==> src/rtl/instruction_fetch.sv <==
// -----------------------------------------------------------------------------
// instruction_fetch
//
// Fetch stage that sits directly behind the program counter. It takes one
// fetch address at a time from the PC and issues a single read to instruction
// memory. It waits for that read for as many cycles as memory needs. Each
// returned word is queued together with its fetch address in a small circular
// FIFO for decode. A flush (taken jump/branch) discards the queued entries and
// the read that is in flight.
//
// Handshake rule used on every valid/ready pair in this block: a transfer
// happens on a rising edge where valid and ready are both 1. The producer
// holds its payload stable while valid=1 and ready=0. Neither side waits
// for the other before raising its own signal, except that pc_ready
// combinationally depends on flush.
//
// Ports
//   clk        : clock, all state updates on the rising edge
//   rst        : asynchronous, active-high reset
//   pc_addr    : fetch address from the program counter
//   pc_valid   : pc_addr is valid
//   pc_ready   : fetch accepts pc_addr this cycle (combinational)
//   mem_req    : read request to instruction memory (registered)
//   mem_addr   : read address, held stable while mem_req=1
//   mem_ack    : memory returns mem_rdata this cycle
//   mem_rdata  : instruction word, valid with mem_ack
//   flush      : discard queued and in-flight fetches
//   inst_valid : FIFO head is valid for decode
//   inst_data  : instruction at the FIFO head
//   inst_pc    : fetch address of inst_data
//   inst_ready : decode consumes the head this cycle
//   fsm_state  : debug view of the request FSM (0=IDLE, 1=WAIT, 2=DRAIN)
// -----------------------------------------------------------------------------
module instruction_fetch #(
    parameter int WIDTH = 32,
    parameter int DEPTH = 2
) (
    input  logic             clk,
    input  logic             rst,
    input  logic [WIDTH-1:0] pc_addr,
    input  logic             pc_valid,
    output logic             pc_ready,
    output logic             mem_req,
    output logic [WIDTH-1:0] mem_addr,
    input  logic             mem_ack,
    input  logic [WIDTH-1:0] mem_rdata,
    input  logic             flush,
    output logic             inst_valid,
    output logic [WIDTH-1:0] inst_data,
    output logic [WIDTH-1:0] inst_pc,
    input  logic             inst_ready,
    output logic [1:0]       fsm_state
);

    localparam int PW = (DEPTH > 1) ? $clog2(DEPTH) : 1;
    localparam int CW = $clog2(DEPTH + 1);
    localparam logic [CW-1:0] DEPTH_C = CW'(DEPTH);

    typedef enum logic [1:0] {
        IDLE  = 2'd0,
        WAIT  = 2'd1,
        DRAIN = 2'd2
    } state_t;

    state_t           state;
    state_t           state_next;
    logic             mem_req_next;
    logic [WIDTH-1:0] mem_addr_next;

    logic             pc_fire;
    logic             push;
    logic             pop;

    logic [WIDTH-1:0] data_mem [DEPTH];
    logic [WIDTH-1:0] pc_mem   [DEPTH];
    logic [PW-1:0]    rd_ptr;
    logic [PW-1:0]    wr_ptr;
    logic [CW-1:0]    count;

    // Acceptance is gated on free FIFO space, so the single outstanding read
    // always has somewhere to land and a push can never overflow.
    assign pc_ready   = (state == IDLE) && (count < DEPTH_C) && !flush;
    assign pc_fire    = pc_valid && pc_ready;
    // A word returning in the same cycle as a flush belongs to the discarded path.
    assign push       = (state == WAIT) && mem_ack && !flush;
    assign inst_valid = (count != '0);
    assign pop        = inst_valid && inst_ready;

    assign inst_data  = data_mem[rd_ptr];
    assign inst_pc    = pc_mem[rd_ptr];
    assign fsm_state  = state;

    // ---------------------------------------------------------------- FSM
    always_ff @(posedge clk or posedge rst) begin
        if (rst) begin
            state    <= IDLE;
            mem_req  <= 1'b0;
            mem_addr <= '0;
        end else begin
            state    <= state_next;
            mem_req  <= mem_req_next;
            mem_addr <= mem_addr_next;
        end
    end

    always_comb begin
        state_next    = state;
        mem_req_next  = mem_req;
        mem_addr_next = mem_addr;
        case (state)
            IDLE: begin
                if (pc_fire) begin
                    state_next    = WAIT;
                    mem_req_next  = 1'b1;
                    mem_addr_next = pc_addr;
                end
            end
            WAIT: begin
                if (mem_ack) begin
                    // Data is pushed (or dropped on flush) by the FIFO logic.
                    state_next   = IDLE;
                    mem_req_next = 1'b0;
                end else if (flush) begin
                    // Memory still owes a response; keep the request up and
                    // swallow whatever comes back.
                    state_next = DRAIN;
                end
            end
            DRAIN: begin
                if (mem_ack) begin
                    state_next   = IDLE;
                    mem_req_next = 1'b0;
                end
            end
            default: begin
                state_next   = IDLE;
                mem_req_next = 1'b0;
            end
        endcase
    end

    // ---------------------------------------------------------------- FIFO
    always_ff @(posedge clk or posedge rst) begin
        if (rst) begin
            rd_ptr <= '0;
            wr_ptr <= '0;
            count  <= '0;
            for (int i = 0; i < DEPTH; i++) begin
                data_mem[i] <= '0;
                pc_mem[i]   <= '0;
            end
        end else if (flush) begin
            // Emptying by snapping the read pointer to the write pointer; a
            // simultaneous pop is simply absorbed into the flush.
            rd_ptr <= wr_ptr;
            count  <= '0;
        end else begin
            if (push) begin
                data_mem[wr_ptr] <= mem_rdata;
                pc_mem[wr_ptr]   <= mem_addr;
                wr_ptr           <= wr_ptr + 1'b1;
            end
            if (pop) begin
                rd_ptr <= rd_ptr + 1'b1;
            end
            case ({push, pop})
                2'b10:   count <= count + 1'b1;
                2'b01:   count <= count - 1'b1;
                default: count <= count;
            endcase
        end
    end

endmodule
==> config.mk <==
export PLATFORM = sky130hd
export DESIGN_NAME = instruction_fetch
export DESIGN_NICKNAME = d
export VERILOG_FILES = /design/src/rtl/instruction_fetch.sv
export SDC_FILE = /design/constraint.sdc
export NUM_CORES = 1
export LEC_CHECK = 0
export CAP_MARGIN = 25
export CORE_ASPECT_RATIO = 0.6
export CORE_UTILIZATION = 45
export DETAILED_ROUTE_END_ITERATION = 6
export GPL_TIMING_DRIVEN = 0
export HOLD_SLACK_MARGIN = 0.06
export PLACE_DENSITY = 0.84
export SLEW_MARGIN = 10
export SYNTH_ARGS = -nofsm -noshare
export SYNTH_HDL_FRONTEND = slang
export SYNTH_SLANG_ARGS = --single-unit
==> constraint.sdc <==
create_clock -name clk -period 5.36 [get_ports clk]
set_input_delay 0.804 -clock clk [delete_from_list [all_inputs] [get_ports clk]]
set_output_delay 0.804 -clock clk [all_outputs]
set_load 0.005 [all_outputs]
==> results of run 1 <==
-- synth_stat cells, types with 2 or more instances --
master,number,area share
clkbuf_1,2,0.0010
buf_4,5,0.0052
buf_6,6,0.0094
inv_1,6,0.0031
dfrtp_1,167,0.58
a21oi_1,3,0.0021
nand2_1,2,0.0010
nor4bb_1,2,0.0028
mux2_2,203,0.32
buf_2,12,0.0084
a211oi_1,2,0.0021
o21ai_0,6,0.0042
mux2_1,21,0.033
ha_1,3,0.0052
-- worst paths after layout --
| check | startpoint | end | slack (ps) | cells past startpoint |
|---|---|---|---|---|
| worst max-delay path | rd_ptr | inst_pc[4] | 2050 | 4 |
| worst min-delay path | data_mem[50] | data_mem[50] | 490 | 1 |
| worst max register to register | fsm_state[1] | pc_mem[35] | 3180 | 6 |
| worst min register to register | data_mem[50] | data_mem[50] | 490 | 1 |
| max in group asynchronous | rst | pc_mem[51] | 3660 | 3 |
| min in group asynchronous | rst | data_mem[22] | 860 | 2 |
-- report_power, final --
part / internal (mW) / total (mW) / switching (mW)
Combinational: 1.62 / 2.40 / 0.774
Sequential: 1.85 / 2.23 / 0.375
Clock: 0.717 / 1.26 / 0.541
Total: 4.19 / 5.88 / 1.69
-- state kept, by name, summed over array words and instances (netlist names) --
| register | count |
|---|---|
| data_mem | 64 |
| pc_mem | 64 |
| mem_addr | 32 |
| count | 2 |
| fsm_state | 2 |
| mem_req | 1 |
| rd_ptr | 1 |
| wr_ptr | 1 |
-- per-stage QoR --
| step | setup TNS [ps] | cell area [sq um] |
|---|---|---|
| after floorplan | 0 | 7180 |
| after global placement | -301110 | 9110 |
| after detailed placement | 0 | 9150 |
| after CTS | 0 | 9750 |
| after global routing | 0 | 9750 |
| final | 0 | 9750 |
-- routing by layer --
layer	track usage	wire, um	vias up
met5	0	0	-
met1	0.272	7230	2263
li1	-	-	2031
met3	0.0620	993	12
met2	0.332	7580	122
met4	0.0381	113	0
-- cells by family after synthesis --
group | share of synthesized area
flip-flops | 0.582
multiplexers | 0.351
AND/OR/NAND/NOR | 0.0176
XOR/XNOR | 0.00244
buffers and inverters | 0.0272
adder cells (fa/ha/maj) | 0.00523
AO/OA/AOI/OAI | 0.0141
-- cell type report --
type / count / area [sq um]
clock inverters: 13 / 160
plain buffers: 25 / 173
fillers: 1152 / 5710
clock buffers: 19 / 443
repair buffers: 169 / 1710
well taps: 203 / 254
multi-input cells: 260 / 2810
flip-flops and latches: 167 / 4180
inverters: 6 / 30.0
==> impl_metrics.toml, run 1 <==
[synthesis]
ys.flop_type = "dfrtp_1"
netlist_area_sq_mm = 0.00718
avgSynthCellArea_sq_um = 15.7
ys_seq_elements = 167
yosysUniqueCellTypes = 32
ys_async_sr_fraction = 1.00
synthesis.nets = 531
yosysWarnings = 0
syn_inst = 458
seq_area_frac_synth = 0.582
synth_edf_count = 0

[place]
dp.final_hpwl_um = 11200
io_buffers = 168
post-place-cells = 830
pre_cts_ws_ps = 2420
gp_congestion = 0.737

[timing]
fmax_mhz = 302
finalHoldViolations = 0
maxSlewViolCount = 0
finalCriticalPeriod_ps = 3310
fin_crit_sh = 0.617
setup_slack_ps = 2050
fin_hold_ws_ps = 486
worstMarginPinSlew_ps = 750
slew-limit-headroom = 0.500
fin_skew_ps = 13.6
setup_viol = 0
rsz0062_at_grt = "no"

[drt]
drt_wl_total_um = 15900
drc_errors = 0
ant_nets = 0
drt_iter0_markers = 182
vias_per_cell = 5.14
drt-pass1-iter-count = 4
vias = 4428
wl_per_cell_um = 18.5

[die]
dieWidth_um = 165
rows = 35
start_util = 0.464
ioPinCount = 171
chipHeight_um = 99.8
die-area_sq_mm = 0.0165
core_sq_mm = 0.0155

[cts]
cts.clk_slew.worst_paths_ps = 70
htreeDepth = 4
cts_made_buffers = 17
cts_resized = 0
clk_path_buf_depth = 2
cts_hold_buffers = 0
cts_num_sinks = 167
cts-root-buf = "clkbuf_16"
worstSkewPairLatency_ps = 420
postCtsSetupBuffers = 0
cts_tree = "yes"

[finish]
utilization = 0.631
antenna-diode-count = 0
fin_nets = 719
layout_common_cells = "mux2_2, clkdlybuf4s50_1, dfrtp_1, mux2_1, clkbuf_16"
stdcell_count = 862
layout_commonest_cell = "mux2_2"
syn2layout_area_growth_pct = 35.8
drive_gt1_frac = 0.401

[pwr]
p_leak_nw = 4.23
powerDensity_mw_per_mm2 = 603
peakVddDrop_mv = 0.335
fin_total_pwr_mw = 5.88

[worst_setup_path]
cp.required_ps = 4560
worstSetupPathType = "reg -> out"
crit_family = "buffers and inverters"
cp_max_fo = 10
path_cells = "clkbuf_1, buf_2, mux2_2, clkdlybuf4s50_1"
crit_path_end_kind = "primary output"
critPathMaxStageDelay_ps = 500
cp_slowest_cell = "clkbuf_1"
crit_arrival_ps = 2500
crit_path_start_kind = "flip-flop"
crit_buf_inv = 3

[global_routing]
grt_max_degree = 88
grt_antenna_before_repair = 0
grt-ovfl-total = 0
grtUsageTotal = 0.204
grt_pass1_vias = 4880
grt_first_pass_wirelength_um = 25500

[status]
status = "completed"

[run]
cap_violations = 0

[hold_path]
hold_class = "reg -> reg"
Power figures use the tool's default switching activity.
==> run 2: changes to the inputs <==
- clock period: 5.36 -> 3 ns (I/O delays scaled with it)
==> run 2 against run 1 <==
- critical path depth stayed put
- clock skew is 0.50 ps lower
- sequential share of layout area stayed put
- sequential cell count stayed put
- non-clock buffer count is 3 higher
- hold slack worse by 81 ps
- combinational power is 79% higher
- die area stayed put
- utilization stayed put
- register-to-register slack worse by 2400 ps
- critical path type unchanged
==> impl_metrics.toml, run 2 (same netlist as run 1, synthesis figures left out) <==
[drt]
wl_per_cell_um = 18.3
vias_per_cell = 5.16
drc_errors = 0
ant_nets = 0
drt_wl_total_um = 15800
drt_iter0_markers = 110
vias = 4460
drt-pass1-iter-count = 4

[global_routing]
grt_antenna_before_repair = 0
grt-ovfl-total = 0
grt_pass1_vias = 4852
grt_first_pass_wirelength_um = 25600
grtUsageTotal = 0.202
grt_max_degree = 41

[worst_setup_path]
r2r_cells = 6
crit_arrival_ps = 2250
r2r_start = "fsm_state[1]"
cp_slowest_cell = "clkdlybuf4s50_1"
cp.required_ps = 2550
crit_path_end_kind = "primary output"
rrSetupSlack_ps = 770
crit_path_start_kind = "flip-flop"
crit_buf_inv = 3
crit_family = "buffers and inverters"
path_cells = "clkbuf_2, buf_2, mux2_2, clkdlybuf4s50_1"
critPathMaxStageDelay_ps = 480
worstSetupPathType = "reg -> out"
cp_max_fo = 10
r2r_end = "data_mem[44]"

[die]
ioPinCount = 171
chipHeight_um = 99.8
die-area_sq_mm = 0.0165
rows = 35
dieWidth_um = 165
core_sq_mm = 0.0155
start_util = 0.464

[finish]
final_area_sq_mm = 0.00975
syn2layout_area_growth_pct = 35.8
layout_common_cells = "mux2_2, clkdlybuf4s50_1, dfrtp_1, mux2_1, clkbuf_16"
nFillCells = 1154
multiInputGateArea_sq_mm = 0.00281
fin_nets = 722
reg_top3 = "data_mem: 64 flops, pc_mem: 64 flops, mem_addr: 32 flops"
antenna-diode-count = 0
drive_gt1_frac = 0.402
utilization = 0.631
layout_commonest_cell = "mux2_2"
seqCellArea_sq_mm = 0.00418

[cts]
cts-root-buf = "clkbuf_16"
cts_hold_buffers = 0
postCtsSetupBuffers = 0
cts.clk_slew.worst_paths_ps = 70
clk_path_buf_depth = 2
cts_made_buffers = 17
htreeDepth = 4
cts_num_sinks = 167
worstSkewPairLatency_ps = 410
cts_resized = 1
cts_tree = "yes"

[pwr]
p_leak_nw = 4.21
pwr-share-comb = 0.416
p_sw_mw = 2.95
peakVddDrop_mv = 0.583
fin_total_pwr_mw = 10.3
p_int_mw = 7.37
powerDensity_mw_per_mm2 = 1060
p_seq_frac = 0.385
p_clk_frac = 0.199
switching_share = 0.286

[timing]
final.setup.tns_ps = 0
fmax_mhz = 370
slew-limit-headroom = 0.463
worstMarginPinSlew_ps = 803
finalCriticalPeriod_ps = 2700
maxSlewViolCount = 0
finalHoldViolations = 0
fin_crit_sh = 0.900
rsz0062_at_grt = "no"
fin_skew_ps = 13.1
setup_viol = 0

[hold_path]
min_path_cells = 3
hold_class = "in -> reg"
hold-path-endpoint = "count[1]"
min_from = "mem_ack"

[place]
io_buffers = 168
placed_area_sq_mm = 0.00920
dp.final_hpwl_um = 11400
gp_congestion = 0.780

[run]
cap_violations = 0

[status]
status = "completed"
-- run 2: worst min-delay path: stages --
cell and delay [ps]:
buf_4 150, nand2_2 100, a211oi_1 80
-- run 2: power by group through the flow --
stage	Combinational, mW	Sequential (mW)	Clock (mW)
after floorplan	2.15	3.80	0
after CTS	4.36	3.98	2.11
after detailed placement	4.31	4.01	0
after global routing	4.62	4.13	2.19
after global placement	4.20	3.88	0
final	4.29	3.97	2.05
-- run 2: cell type report --
class | count | share of cell area
sequential | 167 | 0.428
multi-input combinational | 260 | 0.288
timing repair buffer | 172 | 0.181
clock buffer | 19 | 0.0444
tap | 203 | 0.0260
buffer | 25 | 0.0178
clock inverter | 12 | 0.0123
inverter | 6 | 0.00269
-- run 2: routing by layer --
layer	vias up	share of wire	track usage
met3	13	0.060	0.0479
li1	2024	-	-
met2	123	0.47	0.323
met4	0	0.0076	0.0480
met1	2300	0.46	0.280
met5	-	0	0
-- run 2: stage by stage --
stage	hold WS, ps	std cells	setup slack (ps)
after floorplan	454	458	423
after global placement	464	829	-736
after detailed placement	472	833	419
after CTS	385	864	258
after global routing	400	864	181
final	405	864	300
-- run 2: how the worst max path moves through the flow --
stage            from            to  slack, ps  cells past startpoint
2_1_floorplan     rst      count[0]        420                      1
3_3_place_gp      rst  mem_addr[30]       -740                      2
3_5_place_dp   rd_ptr    inst_pc[2]        420                      4
4_1_cts        rd_ptr    inst_pc[2]        260                      4
5_1_grt        rd_ptr   inst_pc[22]        180                      4
6_report       rd_ptr    inst_pc[2]        300                      4
==> run 3: changes to the inputs <==
- PLACE_DENSITY: 0.84 -> default
- PLACE_DENSITY_LB_ADDON: default -> 0.05
==> run 3 against run 2 <==
- critical path depth unchanged
- cell count increased by 0.12%
- largest power group unchanged
- combinational power about the same
- highest routed layer unchanged
- clock power about the same
- final area about the same
- wire length increased by 0.46%
- count of clock-buffer cells in the layout increased by 1
==> impl_metrics.toml, run 3 (same netlist as run 1, synthesis figures left out) <==
[worst_setup_path]
cp_max_fo = 10
r2r_cells = 6
worstSetupEndpoint = "inst_pc[27]"
setup.worst_path.start = "rd_ptr"
crit_path_start_kind = "flip-flop"
rrSetupSlack_ps = 740
r2r_start = "fsm_state[1]"
worstSetupPathType = "reg -> out"
r2r_end = "pc_mem[39]"
crit_arrival_ps = 2260
crit_path_end_kind = "primary output"
cp.required_ps = 2550

[drt]
drt_wl_total_um = 15900
wl_met3_um = 919
wirelength_met1_um = 7490
drt-pass1-iter-count = 4
vias = 4441
drc_errors = 0
highest_layer = "met4"
vias_per_cell = 5.13
wl_per_cell_um = 18.4
drt_iter0_markers = 158
ant_nets = 0
met2_length_um = 7320

[timing]
worstMarginPinSlew_ps = 738
rsz0062_at_grt = "no"
finalHoldViolations = 0
maxSlewViolCount = 0
slew-limit-headroom = 0.506
finalCriticalPeriod_ps = 2710
fin_skew_ps = 12.0
fin_crit_sh = 0.905
setup_viol = 0
fmax_mhz = 368
setup_slack_ps = 286

[global_routing]
grt_max_degree = 41
grt-ovfl-total = 0
grt_first_pass_wirelength_um = 25300
grtUsageTotal = 0.203
grt_pass1_vias = 4789
grt_antenna_before_repair = 0

[cts]
cts_tree = "yes"
cts_resized = 1
cts-root-buf = "clkbuf_16"
cts_made_buffers = 17
htreeDepth = 4
postCtsSetupBuffers = 0
clk_path_buf_depth = 2
cts_hold_buffers = 0
cts.clk_slew.worst_paths_ps = 60
worstSkewPairLatency_ps = 410
cts_num_sinks = 167

[finish]
layout_commonest_cell = "mux2_2"
syn2layout_area_growth_pct = 35.9
fin_nets = 722
layout_common_cells = "mux2_2, clkdlybuf4s50_1, dfrtp_1, mux2_1, clkbuf_16"
seqCellArea_sq_mm = 0.00418
final_area_sq_mm = 0.00976
nFillCells = 1168
reg_top3 = "data_mem: 64 flops, pc_mem: 64 flops, mem_addr: 32 flops"
antenna-diode-count = 0
multiInputGateArea_sq_mm = 0.00281
drive_gt1_frac = 0.403

[die]
dieWidth_um = 165
chipHeight_um = 99.8
die-area_sq_mm = 0.0165
start_util = 0.464
rows = 35
ioPinCount = 171
core_sq_mm = 0.0155

[run]
cap_violations = 0

[pwr]
fin_total_pwr_mw = 10.3
peakVddDrop_mv = 0.534
p_leak_nw = 4.23
powerDensity_mw_per_mm2 = 1060

[place]
placed_area_sq_mm = 0.00920
gp_congestion = 0.743
io_buffers = 168
dp.final_hpwl_um = 11200
pre_cts_ws_ps = 392

[status]
status = "completed"

[hold_path]
min_path_cells = 3
hold_class = "in -> reg"
run 3: cell count changes in the layout (fill, tap and decap cells not counted):
cell        before  now
clkinvlp_4       6    1
clkinv_4         2    5
inv_8            0    2
bufinv_16        1    0
clkbuf_8         0    1
inv_6            4    5
run 3: layout make-up:
cell class,count,share of cell area
clock inverter,12,0.0113
sequential,167,0.428
buffer,25,0.0178
inverter,6,0.00269
timing repair buffer,172,0.181
multi-input combinational,260,0.288
clock buffer,20,0.0458
tap,203,0.0260
run 3: worst min-delay path by stage:
stage | startpoint | end | slack (ps)
global route | mem_ack | count[1] | 410
finish | mem_ack | wr_ptr | 400
floorplan | data_mem[50] | data_mem[50] | 450
detailed placement | data_mem[53] | data_mem[53] | 470
global placement | data_mem[54] | data_mem[54] | 460
CTS | mem_ack | wr_ptr | 390
run 3: per-layer routing:
| layer | GRT usage | vias to the layer above |
|---|---|---|
| met5 | 0 | - |
| met4 | 0.0600 | 0 |
| met3 | 0.0492 | 14 |
| met2 | 0.326 | 120 |
| met1 | 0.273 | 2283 |
| li1 | - | 2024 |
run 3: report_power, final:
part	total [mW]	leakage (nW)	internal, mW	switching (mW)
Sequential	3.96	2.06	3.31	0.652
Combinational	4.30	1.90	2.91	1.39
Clock	2.05	0.274	1.11	0.937
Total	10.3	4.23	7.33	2.98
run 3: worst max-delay path: stages (launching register included):
cell             delay [ps]
dfrtp_1                 330
clkbuf_2                270
buf_2                   390
mux2_2                  410
clkdlybuf4s50_1         450
run 3: per-stage QoR:
stage                     utilization  setup TNS (ps)  cells  hold slack (ps)
after floorplan                     -               0    458              454
after global placement          0.590         -136430    829              464
after detailed placement        0.595               0    833              472
after CTS                       0.631               0    865              388
after global routing            0.631               0    865              410
final                           0.631               0    865              398
